[src/rtl/wb_arb_intercon.sv]
// Wishbone classic interconnect: round-robin arbitration of NUM_MASTERS onto one shared bus,
// mask/address decode to NUM_SLAVES, bus error on unmapped access or slave timeout.
module wb_arb_intercon #(
    parameter int NUM_MASTERS = 2,
    parameter int NUM_SLAVES  = 4,
    parameter int DATA_WIDTH  = 16,
    parameter int ADDR_WIDTH  = 32,
    parameter logic [NUM_SLAVES*ADDR_WIDTH-1:0] SLAVE_MASKS = '0,
    parameter logic [NUM_SLAVES*ADDR_WIDTH-1:0] SLAVE_ADDRS = '1,
    parameter int TIMEOUT     = 255
) (
    input  logic                              clk_i,
    input  logic                              rst_i,
    input  logic [NUM_MASTERS*DATA_WIDTH-1:0] wbm_dat_i,
    input  logic [NUM_MASTERS*ADDR_WIDTH-1:0] wbm_adr_i,
    input  logic [NUM_MASTERS*DATA_WIDTH/8-1:0] wbm_sel_i,
    input  logic [NUM_MASTERS-1:0]            wbm_we_i,
    input  logic [NUM_MASTERS-1:0]            wbm_cyc_i,
    input  logic [NUM_MASTERS-1:0]            wbm_stb_i,
    output logic [DATA_WIDTH-1:0]             wbm_dat_o,
    output logic [NUM_MASTERS-1:0]            wbm_ack_o,
    output logic [NUM_MASTERS-1:0]            wbm_err_o,
    output logic [NUM_MASTERS-1:0]            wbm_gnt_o,
    output logic [DATA_WIDTH-1:0]             wbs_dat_o,
    output logic [ADDR_WIDTH-1:0]             wbs_adr_o,
    output logic [DATA_WIDTH/8-1:0]           wbs_sel_o,
    output logic                              wbs_we_o,
    output logic [NUM_SLAVES-1:0]             wbs_cyc_o,
    output logic [NUM_SLAVES-1:0]             wbs_stb_o,
    input  logic [NUM_SLAVES*DATA_WIDTH-1:0]  wbs_dat_i,
    input  logic [NUM_SLAVES-1:0]             wbs_ack_i
);

    localparam int SW  = DATA_WIDTH / 8;
    localparam int MIW = (NUM_MASTERS > 1) ? $clog2(NUM_MASTERS) : 1;
    localparam int SIW = (NUM_SLAVES > 1) ? $clog2(NUM_SLAVES) : 1;
    localparam int CW  = $clog2(TIMEOUT);
    localparam logic [CW-1:0] CNT_LAST = CW'(TIMEOUT - 1);
    localparam logic [CW-1:0] CNT_PRE  = CW'(TIMEOUT - 2);

    typedef enum logic {IDLE, BUSY} state_t;

    state_t                 r_state;
    logic [NUM_MASTERS-1:0] r_gnt;
    logic [MIW-1:0]         r_gidx;
    logic [MIW-1:0]         r_last;
    logic [CW-1:0]          r_cnt;
    logic                   r_err_pend;
    logic                   r_err;

    logic                   w_cyc, w_stb, w_we;
    logic [ADDR_WIDTH-1:0]  w_adr;
    logic [DATA_WIDTH-1:0]  w_dat;
    logic [SW-1:0]          w_sel;
    logic                   w_hit;
    logic [SIW-1:0]         w_sidx;
    logic                   w_sack;
    logic [DATA_WIDTH-1:0]  w_sdat;
    logic                   w_any;
    logic [MIW-1:0]         w_nxt_idx;
    logic [NUM_MASTERS-1:0] w_nxt_oh;

    // Shared bus: AND-OR mux on the one-hot grant, all zero while idle.
    always_comb begin
        w_cyc = 1'b0;
        w_stb = 1'b0;
        w_we  = 1'b0;
        w_adr = '0;
        w_dat = '0;
        w_sel = '0;
        for (int m = 0; m < NUM_MASTERS; m++) begin
            if (r_gnt[m]) begin
                w_cyc = wbm_cyc_i[m];
                w_stb = wbm_stb_i[m];
                w_we  = wbm_we_i[m];
                w_adr = wbm_adr_i[m*ADDR_WIDTH +: ADDR_WIDTH];
                w_dat = wbm_dat_i[m*DATA_WIDTH +: DATA_WIDTH];
                w_sel = wbm_sel_i[m*SW +: SW];
            end
        end
    end

    // Descending scan so the lowest matching slave index wins.
    always_comb begin
        w_hit  = 1'b0;
        w_sidx = '0;
        if (r_state == BUSY) begin
            for (int k = NUM_SLAVES - 1; k >= 0; k--) begin
                if ((w_adr & SLAVE_MASKS[k*ADDR_WIDTH +: ADDR_WIDTH]) ==
                    SLAVE_ADDRS[k*ADDR_WIDTH +: ADDR_WIDTH]) begin
                    w_hit  = 1'b1;
                    w_sidx = SIW'(k);
                end
            end
        end
    end

    always_comb begin
        w_sack    = 1'b0;
        w_sdat    = '0;
        wbs_cyc_o = '0;
        wbs_stb_o = '0;
        for (int k = 0; k < NUM_SLAVES; k++) begin
            if (w_hit && (w_sidx == SIW'(k))) begin
                w_sack       = wbs_ack_i[k];
                w_sdat       = wbs_dat_i[k*DATA_WIDTH +: DATA_WIDTH];
                wbs_cyc_o[k] = w_cyc;
                wbs_stb_o[k] = w_stb & ~r_err_pend;
            end
        end
    end

    // Round-robin: search upward from last+1; descending offset leaves the nearest requester.
    always_comb begin
        int idx;
        idx       = 0;
        w_any     = 1'b0;
        w_nxt_idx = r_last;
        w_nxt_oh  = '0;
        for (int i = NUM_MASTERS; i >= 1; i--) begin
            idx = int'(r_last) + i;
            if (idx >= NUM_MASTERS) idx = idx - NUM_MASTERS;
            if (wbm_cyc_i[idx]) begin
                w_any         = 1'b1;
                w_nxt_idx     = MIW'(idx);
                w_nxt_oh      = '0;
                w_nxt_oh[idx] = 1'b1;
            end
        end
    end

    always_ff @(posedge clk_i or posedge rst_i) begin
        if (rst_i) begin
            r_state    <= IDLE;
            r_gnt      <= '0;
            r_gidx     <= '0;
            r_last     <= MIW'(NUM_MASTERS - 1);
            r_cnt      <= '0;
            r_err_pend <= 1'b0;
            r_err      <= 1'b0;
        end else begin
            case (r_state)
                IDLE: begin
                    r_err      <= 1'b0;
                    r_err_pend <= 1'b0;
                    r_cnt      <= '0;
                    if (w_any) begin
                        r_gnt   <= w_nxt_oh;
                        r_gidx  <= w_nxt_idx;
                        r_state <= BUSY;
                    end
                end
                BUSY: begin
                    r_err <= 1'b0;
                    if (!w_cyc) begin
                        r_state    <= IDLE;
                        r_last     <= r_gidx;
                        r_gnt      <= '0;
                        r_cnt      <= '0;
                        r_err_pend <= 1'b0;
                    end else if (!w_stb) begin
                        r_cnt      <= '0;
                        r_err_pend <= 1'b0;
                    end else if (r_err_pend) begin
                        r_cnt <= '0;
                    end else if (!w_hit) begin
                        r_err_pend <= 1'b1;
                        r_err      <= 1'b1;
                        r_cnt      <= '0;
                    end else if (w_sack) begin
                        r_cnt <= '0;
                    end else if (r_cnt == CNT_PRE) begin
                        // Counter reaches TIMEOUT-1 on the error cycle itself.
                        r_cnt      <= CNT_LAST;
                        r_err_pend <= 1'b1;
                        r_err      <= 1'b1;
                    end else begin
                        r_cnt <= r_cnt + 1'b1;
                    end
                end
            endcase
        end
    end

    assign wbm_gnt_o = r_gnt;
    assign wbm_ack_o = r_gnt & {NUM_MASTERS{w_sack & w_stb}};
    assign wbm_err_o = r_gnt & {NUM_MASTERS{r_err}};
    assign wbm_dat_o = w_sdat;
    assign wbs_dat_o = w_dat;
    assign wbs_adr_o = w_adr;
    assign wbs_sel_o = w_sel;
    assign wbs_we_o  = w_we;

endmodule

[config.mk]
export PLATFORM = sky130hd
export DESIGN_NAME = wb_arb_intercon
export DESIGN_NICKNAME = d
export VERILOG_FILES = /design/src/rtl/wb_arb_intercon.sv
export SDC_FILE = /design/constraint.sdc
export NUM_CORES = 1
export LEC_CHECK = 0
export CAP_MARGIN = 0
export CORE_AREA = 2 2 101 103
export DETAILED_ROUTE_END_ITERATION = 12
export DIE_AREA = 0 0 103 105
export GPL_TIMING_DRIVEN = 1
export PLACE_DENSITY = 0.61
export SETUP_SLACK_MARGIN = 0.02
export SYNTH_ARGS = -nofsm -noshare
export SYNTH_HDL_FRONTEND = slang
export SYNTH_SLANG_ARGS = --single-unit
[constraint.sdc]
create_clock -name clk_i -period 1.8 [get_ports clk_i]
set_clock_uncertainty 0.2 [all_clocks]
set_input_delay 0.18 -clock clk_i [delete_from_list [all_inputs] [get_ports clk_i]]
set_output_delay 0.18 -clock clk_i [all_outputs]
set_load 0.02 [all_outputs]
==> results of run 1 <==
[worst max-delay path, cell delays in order, from the launching register on]
cell     delay [ps]
dfrtp_1         380
nor2b_4         140
buf_12          140
buf_12          130
a22o_4          220
buf_6           130
[logic make-up after synthesis]
kind of cell           count (synthesis)
multiplexers                           1
flip-flops                             7
buffers and inverters                 40
AND/OR/NAND/NOR                       16
other                                  1
AO/OA/AOI/OAI                         58
[area by class of cell]
type | instances | area, µm²
tap | 133 | 166.4
inverter | 2 | 7.507
multi-input combinational | 101 | 725.7
fill | 1037 | 6726
clock buffer | 4 | 45.04
sequential | 7 | 177.7
timing repair buffer | 177 | 1790
[state kept, by name (all words and copies together) (netlist names)]
| name | cells |
|---|---|
| r_err | 1 |
| r_err_pend | 1 |
| r_gidx | 1 |
| r_last | 1 |
| r_state | 1 |
| wbm_gnt_o | 2 |
[power groups by stage]
stage          Combinational, µW  Sequential, µW  Clock [µW]
3_5_place_dp                3110             302           0
5_1_grt                     3610             303         240
2_1_floorplan               1840             309           0
4_1_cts                     2850             288         224
6_report                    3400             292         217
3_3_place_gp                3100             300           0
[per-layer routing]
metal | share of wire | global-route usage | vias up
li1 | - | - | 761
met2 | 0.52 | 0.1623 | 96
met4 | 0.0027 | 0.01692 | 0
met5 | 0 | 0 | -
met3 | 0.099 | 0.01739 | 2
met1 | 0.38 | 0.1001 | 714
[worst max path at each step]
stage                              end  cells after the start  slack (ps)
after floorplan           wbs_adr_o[0]                      4         240
after global placement        wbs_we_o                      3        -280
after detailed placement      wbs_we_o                      3        -280
after CTS                     wbs_we_o                      4          -4
after global routing      wbs_dat_o[1]                      5           6
final                         wbs_we_o                      5          60
[placed cells by master (no fill, tap or decap), types with 3 or more instances in the layout]
cell type,netlist,routed
clkdlybuf4s50_1,0,108
a22o_1,51,49
conb_1,1,26
buf_6,1,26
buf_2,5,19
buf_4,27,11
buf_12,5,5
dfrtp_1,6,5
nand2b_1,4,4
nand3_1,4,4
clkbuf_16,0,4
and2_1,3,3
clkbuf_8,0,3
[stage by stage]
step | setup TNS (ps) | worst slack [ps] | cells
2_1_floorplan | 0 | 237.0 | 148
4_1_cts | -3.864 | -3.864 | 419
3_3_place_gp | -9837 | -284.9 | 411
3_5_place_dp | -9837 | -276.1 | 411
6_report | 0 | 55.38 | 424
5_1_grt | 0 | 5.534 | 424
[repair_timing]
action                     4_1_cts  5_1_grt
hold endpoints to repair         6        0
pin swaps                        0        2
setup endpoints to repair       54       39
setup buffers                    2        1
hold buffers                     1        0
gates resized for setup        219       54
gates cloned                     1        5
==> results.cfg, run 1 <==
[placed_design]
place_congestion = 0.7224
port_buffers = 162
hpwl_um = 4266
dpl_cell_area_um2 = 2751

[sta]
fin_crit_sh = 0.9692
maxSlewViolCount = 0
min_period_ps = 1745
timing.hold.ws_ps = 299.5
setup_viol = 0
timing.fmax_ghz = 0.5732
hold_violations = 0
rsz0062_at_grt = yes

[setup_path]
reg2reg_depth = 5
cp-start-kind = flop
arrival_ps = 1360
cp_max_fo = 7
worstReg2RegEnd = r_last
required_ps = 1420
r2r_start = wbm_gnt_o[1]
cp-end-kind = primary output
critical_path_class = reg -> out
ff2ff_setup_slack_ps = 170
crit_start = wbm_gnt_o[0]

[yosys]
ys_types = 23
synth_compound_area_frac = 0.4365
yosys.area.top_type_share = 0.3945
synthAdderAreaFrac = 0
async_flop_share = 1.000
ys_seq_elements = 7
synth_ff_type = dfrtp_1
ys_top_cells_by_count = a22o_1, buf_4, dfrtp_1, buf_12, buf_2
synth-xor-area-share = 0
synth.avg_cell_area_um2 = 9.206
syn_inst = 123
synth_area_leader_cell = a22o_1
synth.most_common_cell = a22o_1
syn-cell-area_um2 = 1132
synth_area_leaders = a22o_1, buf_4, dfrtp_1
muxShareOfSynthArea = 0.01326
synthSimpleGateAreaFrac = 0.08508
yosys_warnings = 0
ys_seq_area_frac = 0.1558
synth_edf_count = 0
synth_top_family_by_area = compound AO/OA/AOI/OAI gates

[power_and_ir_drop]
power_switching_uw = 1765
totalPowerFinal_uw = 3912
combPwrFrac = 0.870
clkPwrFrac = 0.055
power.leakage_uw = 0.001307
sequentialPowerShare = 0.075
switching_share = 0.4512
p_int_uw = 2147
peakVddDrop_uv = 714.7
p_per_area_nw_per_um2 = 1343

[routing]
vias_per_cell = 3.710
drt_iter0_markers = 35
drcViolationCount = 0
ant_nets = 0
dr.pass1.iters = 4
vias = 1573
wl_per_cell_um = 13.26
wirelength_um = 5624

[clocking]
cts_buffers = 3
clk_transition_reported_paths_ps = 40
clock_latency_ps = 220
cts_num_sinks = 7
clk_path_buf_depth = 2
clockRootBuffer = clkbuf_8
htree_levels = 1
cts_tree = done

[global_routing]
track_usage = 0.08690
grt_pass1_wl_um = 7514
grt_pass1_vias = 1518
grt_max_degree = 37
gr-total-overflow = 0
antenna_found_initial = 0

[floorplan]
io_pins = 257
die_h_um = 105
core_um2 = 9639
start_util = 0.1175
rows = 36
design.die.area_um2 = 10820
fp.dieW_um = 103

[run_status]
status = finished clean

[finish]
final_cell_area_um2 = 2913
antennaDiodeCount = 0
area_delta_synth_final_pct = 157.2
nets = 468
final_util = 0.3022
drive_gt1_frac = 0.2577

[hold_path]
hp-class = reg -> reg
hold_depth = 1
hp-start = r_gidx
min_to = r_gidx

[run]
cap_violations = 0
(Power assumes the default switching activity.)
==> run 2: changes to the inputs <==
- CAP_MARGIN: 0 -> 20
- CTS_CLUSTER_DIAMETER: not set -> 80
==> results of run 2 <==
Same layout as run 1: the final DEF is identical, and so are final timing and power.
==> run 3: changes to the inputs <==
- CAP_MARGIN: 20 -> 0
==> results of run 3 <==
Same layout as run 1: the final DEF is identical, and so are final timing and power.
